===== config.mk =====
export PLATFORM = sky130hd
export DESIGN_NAME = mem_access_unit
export DESIGN_NICKNAME = d
export VERILOG_FILES = /design/src/rtl/mem_pkg.sv /design/src/rtl/mem_load_ext.sv /design/src/rtl/mem_access_unit.sv
export SDC_FILE = /design/constraint.sdc
export NUM_CORES = 1
export LEC_CHECK = 0
export ABC_AREA = 1
export BUFFER_PORTS_ARGS = -buffer_cell sky130_fd_sc_hd__buf_2
export CAP_MARGIN = 40
export CORE_MARGIN = 2
export CORE_UTILIZATION = 54
export CTS_CLUSTER_DIAMETER = 120
export CTS_CLUSTER_SIZE = 24
export DETAILED_ROUTE_END_ITERATION = 16
export GPL_TIMING_DRIVEN = 0
export HOLD_SLACK_MARGIN = 0.05
export PLACE_DENSITY = 0.95
export SYNTH_ARGS = -nofsm -noshare
export SYNTH_HDL_FRONTEND = slang
export SYNTH_HIERARCHICAL = 1
export SYNTH_SLANG_ARGS = --single-unit

===== constraint.sdc =====
create_clock -name clk -period 4.3 [get_ports clk]
set_input_delay 0 -clock clk [delete_from_list [all_inputs] [get_ports clk]]
set_output_delay 0 -clock clk [all_outputs]
set_load 0.05 [all_outputs]

===== src/rtl/mem_pkg.sv =====
// Shared definitions for the MEM-stage load/store unit.
package mem_pkg;

  // Access size encodings on MemSize; 2'd3 is treated as a word.
  localparam logic [1:0] MEM_SIZE_B = 2'd0;
  localparam logic [1:0] MEM_SIZE_H = 2'd1;
  localparam logic [1:0] MEM_SIZE_W = 2'd2;

  // Default number of BUSY cycles before a bus error is raised.
  localparam int unsigned MEM_TIMEOUT_DEFAULT = 255;

  typedef enum logic [1:0] {
    StIdle = 2'd0,
    StBusy = 2'd1,
    StDone = 2'd2
  } mem_state_e;

endpackage


===== src/rtl/mem_load_ext.sv =====
// Load lane select and sign/zero extension (purely combinational).
module mem_load_ext
  import mem_pkg::*;
(
  input  logic [31:0] rdata_i,
  input  logic [1:0]  addr_lo_i,
  input  logic [1:0]  size_i,
  input  logic        signed_i,
  output logic [31:0] data_o
);

  logic [7:0]  lane8;
  logic [15:0] lane16;

  // Pick the addressed byte and halfword out of the read word.
  always_comb begin
    lane8 = rdata_i[7:0];
    unique case (addr_lo_i)
      2'd0: lane8 = rdata_i[7:0];
      2'd1: lane8 = rdata_i[15:8];
      2'd2: lane8 = rdata_i[23:16];
      2'd3: lane8 = rdata_i[31:24];
      default: lane8 = rdata_i[7:0];
    endcase
    lane16 = addr_lo_i[1] ? rdata_i[31:16] : rdata_i[15:0];
  end

  // Extend the selected lane to 32 bits; word loads pass through.
  always_comb begin
    data_o = rdata_i;
    if (size_i == MEM_SIZE_B) begin
      data_o = {{24{signed_i & lane8[7]}}, lane8};
    end else if (size_i == MEM_SIZE_H) begin
      data_o = {{16{signed_i & lane16[15]}}, lane16};
    end
  end

endmodule


===== src/rtl/mem_access_unit.sv =====
// MEM-stage load/store unit: EX/MEM controls -> req/ready data bus, with
// pipeline stall and a held load result for WB.
// Optional bus timeout enabled by defining DMEM_TIMEOUT_EN.
module mem_access_unit
  import mem_pkg::*;
#(
  parameter int unsigned ADDR_W         = 32,
  parameter int unsigned TIMEOUT_CYCLES = MEM_TIMEOUT_DEFAULT
) (
  input  logic              clk,
  input  logic              rst,
  input  logic              i_MEM_ctrl_MemRead,
  input  logic              i_MEM_ctrl_MemWrite,
  input  logic [1:0]        i_MEM_ctrl_MemSize,
  input  logic              i_MEM_ctrl_MemSigned,
  input  logic [ADDR_W-1:0] i_MEM_data_Addr,
  input  logic [31:0]       i_MEM_data_WrData,
  output logic [31:0]       o_WB_data_MemData,
  output logic              o_stall,
  output logic              o_misalign,
  output logic              o_bus_err,
  output logic              o_dmem_req,
  output logic              o_dmem_we,
  output logic [ADDR_W-1:0] o_dmem_addr,
  output logic [3:0]        o_dmem_be,
  output logic [31:0]       o_dmem_wdata,
  input  logic              i_dmem_ready,
  input  logic [31:0]       i_dmem_rdata
);

  mem_state_e        state_q, state_d;
  logic              req_q, req_d;
  logic              we_q, we_d;
  logic [ADDR_W-1:0] addr_q, addr_d;
  logic [3:0]        be_q, be_d;
  logic [31:0]       wdata_q, wdata_d;
  logic [31:0]       hold_q, hold_d;
  // Load attributes captured at issue, used when the read data returns.
  logic              load_q, load_d;
  logic [1:0]        lo_q, lo_d;
  logic [1:0]        size_q, size_d;
  logic              sgn_q, sgn_d;

  logic              access;
  logic              misaligned;
  logic [3:0]        be_fmt;
  logic [31:0]       wdata_fmt;
  logic [31:0]       ext_data;

`ifdef DMEM_TIMEOUT_EN
  localparam int unsigned CntW = (TIMEOUT_CYCLES > 255) ? $clog2(TIMEOUT_CYCLES + 1) : 8;
  logic [CntW-1:0] cnt_q, cnt_d;
  logic            bus_err_q, bus_err_d;
`else
  logic unused_timeout;
  assign unused_timeout = ^TIMEOUT_CYCLES;
`endif

  mem_load_ext u_load_ext (
    .rdata_i   (i_dmem_rdata),
    .addr_lo_i (lo_q),
    .size_i    (size_q),
    .signed_i  (sgn_q),
    .data_o    (ext_data)
  );

  // Decode the incoming access: alignment, byte enables and lane-replicated data.
  always_comb begin
    access     = i_MEM_ctrl_MemRead | i_MEM_ctrl_MemWrite;
    misaligned = ((i_MEM_ctrl_MemSize == MEM_SIZE_H) & i_MEM_data_Addr[0]) |
                 (i_MEM_ctrl_MemSize[1] & (i_MEM_data_Addr[1:0] != 2'b00));
    if (i_MEM_ctrl_MemSize == MEM_SIZE_B) begin
      be_fmt    = 4'b0001 << i_MEM_data_Addr[1:0];
      wdata_fmt = {4{i_MEM_data_WrData[7:0]}};
    end else if (i_MEM_ctrl_MemSize == MEM_SIZE_H) begin
      be_fmt    = i_MEM_data_Addr[1] ? 4'b1100 : 4'b0011;
      wdata_fmt = {2{i_MEM_data_WrData[15:0]}};
    end else begin
      be_fmt    = 4'b1111;
      wdata_fmt = i_MEM_data_WrData;
    end
  end

  // Next-state logic and stall/misalign outputs.
  always_comb begin
    state_d    = state_q;
    req_d      = req_q;
    we_d       = we_q;
    addr_d     = addr_q;
    be_d       = be_q;
    wdata_d    = wdata_q;
    hold_d     = hold_q;
    load_d     = load_q;
    lo_d       = lo_q;
    size_d     = size_q;
    sgn_d      = sgn_q;
    o_stall    = 1'b0;
    o_misalign = 1'b0;
`ifdef DMEM_TIMEOUT_EN
    cnt_d      = cnt_q;
    bus_err_d  = 1'b0;
`endif
    case (state_q)
      StIdle: begin
        o_misalign = access & misaligned;
        o_stall    = access & ~misaligned;
        if (access & ~misaligned) begin
          state_d = StBusy;
          req_d   = 1'b1;
          // Write wins when both controls are set.
          we_d    = i_MEM_ctrl_MemWrite;
          load_d  = ~i_MEM_ctrl_MemWrite;
          addr_d  = {i_MEM_data_Addr[ADDR_W-1:2], 2'b00};
          be_d    = be_fmt;
          wdata_d = wdata_fmt;
          lo_d    = i_MEM_data_Addr[1:0];
          size_d  = i_MEM_ctrl_MemSize;
          sgn_d   = i_MEM_ctrl_MemSigned;
`ifdef DMEM_TIMEOUT_EN
          cnt_d   = '0;
`endif
        end
      end
      StBusy: begin
        o_stall = 1'b1;
        if (i_dmem_ready) begin
          req_d   = 1'b0;
          state_d = StDone;
          if (load_q) begin
            hold_d = ext_data;
          end
`ifdef DMEM_TIMEOUT_EN
        end else if (cnt_q == CntW'(TIMEOUT_CYCLES - 1)) begin
          req_d     = 1'b0;
          bus_err_d = 1'b1;
          state_d   = StDone;
          if (load_q) begin
            hold_d = 32'h0;
          end
        end else begin
          cnt_d = cnt_q + 1'b1;
`endif
        end
      end
      StDone: begin
        state_d = StIdle;
      end
      default: begin
        state_d = StIdle;
      end
    endcase
  end

  // State and bus registers with synchronous reset.
  always_ff @(posedge clk) begin
    if (rst) begin
      state_q   <= StIdle;
      req_q     <= 1'b0;
      we_q      <= 1'b0;
      addr_q    <= '0;
      be_q      <= 4'b0000;
      wdata_q   <= 32'h0;
      hold_q    <= 32'h0;
      load_q    <= 1'b0;
      lo_q      <= 2'b00;
      size_q    <= MEM_SIZE_B;
      sgn_q     <= 1'b0;
`ifdef DMEM_TIMEOUT_EN
      cnt_q     <= '0;
      bus_err_q <= 1'b0;
`endif
    end else begin
      state_q   <= state_d;
      req_q     <= req_d;
      we_q      <= we_d;
      addr_q    <= addr_d;
      be_q      <= be_d;
      wdata_q   <= wdata_d;
      hold_q    <= hold_d;
      load_q    <= load_d;
      lo_q      <= lo_d;
      size_q    <= size_d;
      sgn_q     <= sgn_d;
`ifdef DMEM_TIMEOUT_EN
      cnt_q     <= cnt_d;
      bus_err_q <= bus_err_d;
`endif
    end
  end

  assign o_WB_data_MemData = hold_q;
  assign o_dmem_req        = req_q;
  assign o_dmem_we         = we_q;
  assign o_dmem_addr       = addr_q;
  assign o_dmem_be         = be_q;
  assign o_dmem_wdata      = wdata_q;
`ifdef DMEM_TIMEOUT_EN
  assign o_bus_err         = bus_err_q;
`else
  assign o_bus_err         = 1'b0;
`endif

endmodule

Word-level counts from Yosys, hierarchy flattened
Index checks and enable logic that the tools add are counted.
{ "totals": {"regBits": 108, "in_bits": 104, "out_inout_bits": 105, "word_cells": 57} }
{ "classes": {"eq_ne": 8, "n_shift": 1, "muxes": 17, "bitwise_logic": 10, "reduce_logical": 10} }
{ "ops": {"columns": ["operator", "count"], "rows": [
  ["32-bit two-way mux", 4],
  ["8-bit one-hot mux with 4 select lines", 1],
  ["16-bit two-way mux", 1],
  ["4-bit two-way mux", 3],
  ["2-bit by 1-bit equality test with 1-bit output, second input constant", 4],
  ["2-bit zero test", 4],
  ["1-bit bitwise AND", 6],
  ["3-bit AND reduction", 2],
  ["2-bit equality test, second input constant", 2],
  ["2-bit two-way mux", 2],
  ["2-bit != test, second input constant", 2],
  ["1-bit one-hot mux with 2 select lines", 2],
  ["2-bit one-hot mux with 2 select lines", 1],
  ["2-bit AND reduction", 2],
  ["2-bit nonzero test", 2],
  ["1-bit by 2-bit left shift with 4-bit output, first input constant", 1],
  ["1-bit two-way mux", 3],
  ["1-bit NOT", 2],
  ["1-bit bitwise OR", 2]
]} }

Depth between registers and ports, before layout
{ "depth": {"word_depth": 7, "depth_mapped": 10, "mapped_depth_nobuf": 9} }

By module
Netlist, hierarchy kept.
{ "by_module_without_submodules": {"columns": ["mod", "n_inst", "cells_each", "area_each_um2", "seq_area_each_um2"], "rows": [
  ["mem_access_unit", 1, 697, 4644.5, 2162.1],
  ["mem_load_ext", 1, 234, 1004.7, 0.0]
]} }

Least setup slack after synthesis
Ideal clock, no wire load.
{ "synth_path": {"path_type": "input to output", "startpoint": "input i_MEM_ctrl_MemSize[1]", "endpoint": "output o_misalign", "t_arrival_ps": 1968, "required_time_ps": 4300, "setup_slack_ps": 2332, "cell_stages": 6, "path_buffers": 2, "path_cell_list": "buf_4 > nand2_1 > nand2_1 > nand2_4 > buf_2 > nor4_1"} }
{ "synth_between": {"elab_chain_len": 5, "word_cells_on_any_way": 6, "cone_classes": "1 x eq/ne; 1 x mux; 4 x bitwise"} }
{ "synth_rtl": {"columns": ["element", "line_no", "rtl"], "rows": [
  ["start: declaration", "mem_access_unit.sv:14", "input logic [1:0] i_MEM_ctrl_MemSize,"],
  ["2-bit by 1-bit equality test with 1-bit output", "mem_access_unit.sv:70", "misaligned = ((i_MEM_ctrl_MemSize == MEM_SIZE_H) & i_MEM_data_Addr[0]) |"],
  ["1-bit bitwise AND", "mem_access_unit.sv:70", null],
  ["1-bit bitwise OR *", "mem_access_unit.sv:70", null],
  ["1-bit bitwise AND *", "mem_access_unit.sv:105", "o_misalign = access & misaligned;"],
  ["1-bit two-way mux *", "mem_access_unit.sv:103", "case (state_q)"],
  ["end: declaration", "mem_access_unit.sv:20", "output logic o_misalign,"]
]} }
Mark *: on every way between the ends. The rest lies on a longest branch, timed or not.

Final worst setup path
{ "layout_path": {"startpoint": "input i_MEM_ctrl_MemSize[1]", "endpoint": "register wdata_q[29], in the netlist o_dmem_wdata[29]"} }
{ "layout_between": {"elab_chain_len": 6, "word_cells_on_any_way": 10, "cone_classes": "1 x eq/ne; 2 x mux; 5 x bitwise; 2 x reduce/logical"} }
{ "layout_rtl": {"columns": ["element", "line_no", "rtl"], "rows": [
  ["2-bit by 1-bit equality test with 1-bit output", "mem_access_unit.sv:70, mem_access_unit.sv:75", null],
  ["1-bit bitwise AND", "mem_access_unit.sv:70", null],
  ["1-bit bitwise OR", "mem_access_unit.sv:70", null],
  ["1-bit NOT", "mem_access_unit.sv:107", "if (access & ~misaligned) begin"],
  ["1-bit bitwise AND", "mem_access_unit.sv:107", null],
  ["2-bit AND reduction (no source line)", null, null],
  ["end signal: assignment", "mem_access_unit.sv:178", "wdata_q <= wdata_d;"],
  ["end: declaration", "mem_access_unit.sv:36", "logic [31:0] wdata_q, wdata_d;"]
]} }
Several ways; a longest one is shown, not always the timed one.
A chain may end at the register's enable or synchronous reset.

==> impl_metrics.yaml <==
run_status:
  status: "completed"
setup_path:
  max_stage_delay_ns: 0.59
  cp_data_arrival_time_ns: 2.45
  critPathSlowestCell: "dlygate4sd3_1"
  worstPathRequired_ns: 4.63
  cp_num_buf_inv: 5
  worstSetupStartpointType: "primary input"
  worstSetupPathType: "in -> reg"
  worst-path-max-fanout: 10
  cpLargestDelayFamily: "buffers and inverters"
  path_cells: "dlygate4sd3_1 > buf_2 > buf_4 > clkbuf_1 > nand2_1 > nand3_1 > dlygate4sd3_1 > nor2_1 > nor2_1"
  crit_path_end_kind: "flop"
logic_synthesis:
  ys_seq_elements: 108
  synth.cell_area_um2: 5650
  yosysTopAreaCellShare_pct: 38.3
  synth_top_area_cell: "dfxtp_1"
  avgSynthCellArea_um2: 6.07
  synth.top_cells.by_count: "nand2_1, nor2_1, inv_1"
  yosysSeqAreaShare_pct: 38.3
  synthMostInstantiatedCell: "nand2_1"
  synth_flop_cell: "dfxtp_1"
  synth_edf_count: 0
  ys_warn_count: 6
  synth_area_leaders: "dfxtp_1, nand2_1, nor2_1, inv_1, nand3_1"
  ys_types: 26
  synthCells: 931
  synthArstFlopShare_pct: 0
place:
  post-place-cells: 1274
  gp_congestion: 0.966
  pre_cts_slack_ns: 2.62
  post-dp-hpwl_mm: 12.8
  io_buffer_count: 205
sta:
  final.setup.tns_ns: 0
  hold_slack_ns: 0.0984
  tightest_slew_ns: 0.629
  post-route-min-period_ns: 2.12
  timing.final.ws_setup_ns: 2.18
  finalHoldViolCount: 0
  fin_worst_skew_ns: 0.0196
  max_slew_margin_pct: 58.1
  max_freq_mhz: 471
  slew_viol_final: 0
  rsz0062_at_grt: "false"
  timing.final.crit_share_pct: 49.3
  setup_viol: 0
cells_and_area:
  final_nets: 1329
  diodes: 0
  fin_util_pct: 76.5
  instances_no_fill: 1366
  drive_above_1_share_pct: 21.5
  syn_to_final_growth_pct: 38.6
  num-fill-cells: 719
clocking:
  root_buffer: "clkbuf_8"
  htreeDepth: 3
  clkLatencyLatePin_ns: 0.38
  cts_tree: "built"
  clk_transition_reported_paths_ns: 0.12
  cts.sinks: 108
  clockBufferDepth: 2
  cts_buffers: 9
  cts.repair.resized: 0
min_path:
  hp-class: "in -> reg"
routing:
  vias_per_cell: 5.53
  initialDrtViolationCount: 876
  num_vias: 7558
  route.detailed.drc: 0
  postRouteAntennaNets: 0
  drt_wl_total_mm: 22.6
  drtPass1Iterations: 6
  wl_per_cell_um: 16.5
global_routing:
  grt_pass1_vias: 7331
  grt_usage_pct: 39.1
  grt-ovfl-total: 0
  grt_max_degree: 21
  grt_pass1_wl_mm: 35.2
  antenna_found_initial: 0
power:
  leakagePower_nw: 4.40
  ir_worst_vdd_mv: 0.233
  powerDensity_nw_per_um2: 358
die:
  die_h_um: 106
  initial_core_util_pct: 55.2
  io_pins: 209
  fp.dieW_um: 106
  num_rows: 37
  core_um2: 10200
  die_area_um2: 11300
job:
  maxCapViolCount: 0
stage by stage:
step	cell area (um2)	total power, W
2_1_floorplan	5660	0.00177
3_3_place_gp	6850	0.00198
3_5_place_dp	6850	0.00199
4_1_cts	7830	0.00270
5_1_grt	7830	0.00290
6_report	7830	0.00280
kinds of logic after synthesis:
family	Yosys count	share of synthesized area, %
AND/OR/NAND/NOR	523	38.1
buffers and inverters	204	15.0
flip-flops	108	38.3
AO/OA/AOI/OAI	95	8.48
other	1	0.0664
routing by layer:
metal  routed length (um)  GRT usage, %
met5                    0             0
met1                 8000          45.3
met2                10100          63.2
met3                 2650          9.14
met4                 1870          28.1
final cells by class:
| class | count | area [um2] | area share [%] |
|---|---|---|---|
| Buffer | 51 | 273 | 3.48 |
| Clock buffer | 9 | 124 | 1.58 |
| Clock inverter | 7 | 90.1 | 1.15 |
| Inverter | 153 | 577 | 7.37 |
| Multi-Input combinational cell | 621 | 2650 | 33.8 |
| Sequential cell | 108 | 2160 | 27.6 |
| Tap cell | 136 | 170 | 2.17 |
| Timing Repair Buffer | 281 | 1790 | 22.8 |
worst min-delay path, stage by stage:
cell,delay [ns]
buf_2,0.09
nand2_1,0.04
nand2_1,0.05
inv_1,0.03
nand2_1,0.05
o21ai_0,0.07
a21oi_1,0.10
state kept, by name, summed over array words and instances (netlist names), 2 cells and up:
signal and count:
lo_q 2, state_q 2, o_WB_data_MemData 32, o_dmem_wdata 32
o_dmem_addr 30, size_q 2, o_dmem_be 4
what timing repair did:
action,in CTS,in global routing
hold endpoints to repair,74,0
hold buffers,76,0
buffers inserted,0,0
worst paths after layout:
check                   startpoint               endpoint  slack, ns  cells past startpoint
max          i_MEM_ctrl_MemSize[1]       o_dmem_wdata[29]       2.18                      9
min               i_dmem_rdata[23]  o_WB_data_MemData[23]        0.1                      7
max reg2reg             state_q[1]                 load_q       2.50                      6
min reg2reg   o_WB_data_MemData[8]   o_WB_data_MemData[8]       0.45                      2
cell usage in the layout (no fill, tap or decap), drive strengths merged:
master / instances
buf: 235
nand2: 270
conb: 3
nor2: 164
nor3: 1
inv: 155
nand3: 86
clkbuf: 30
nor4: 1
dlygate4sd3: 76
clkinvlp: 2
o21ai: 43
bufinv: 1
nand4: 1
a21oi: 52
dfxtp: 108
clkinv: 2
power breakdown:
| part | internal, W | total [W] | leakage, nW | switching (W) |
|---|---|---|---|---|
| Sequential | 0.00108 | 0.00113 | 0.887 | 0.0000532 |
| Combinational | 0.000286 | 0.000980 | 3.41 | 0.000694 |
| Clock | 0.000283 | 0.000686 | 0.101 | 0.000403 |
| Total | 0.00165 | 0.00280 | 4.40 | 0.00115 |
No activity file was read; power rests on OpenSTA's default activity.
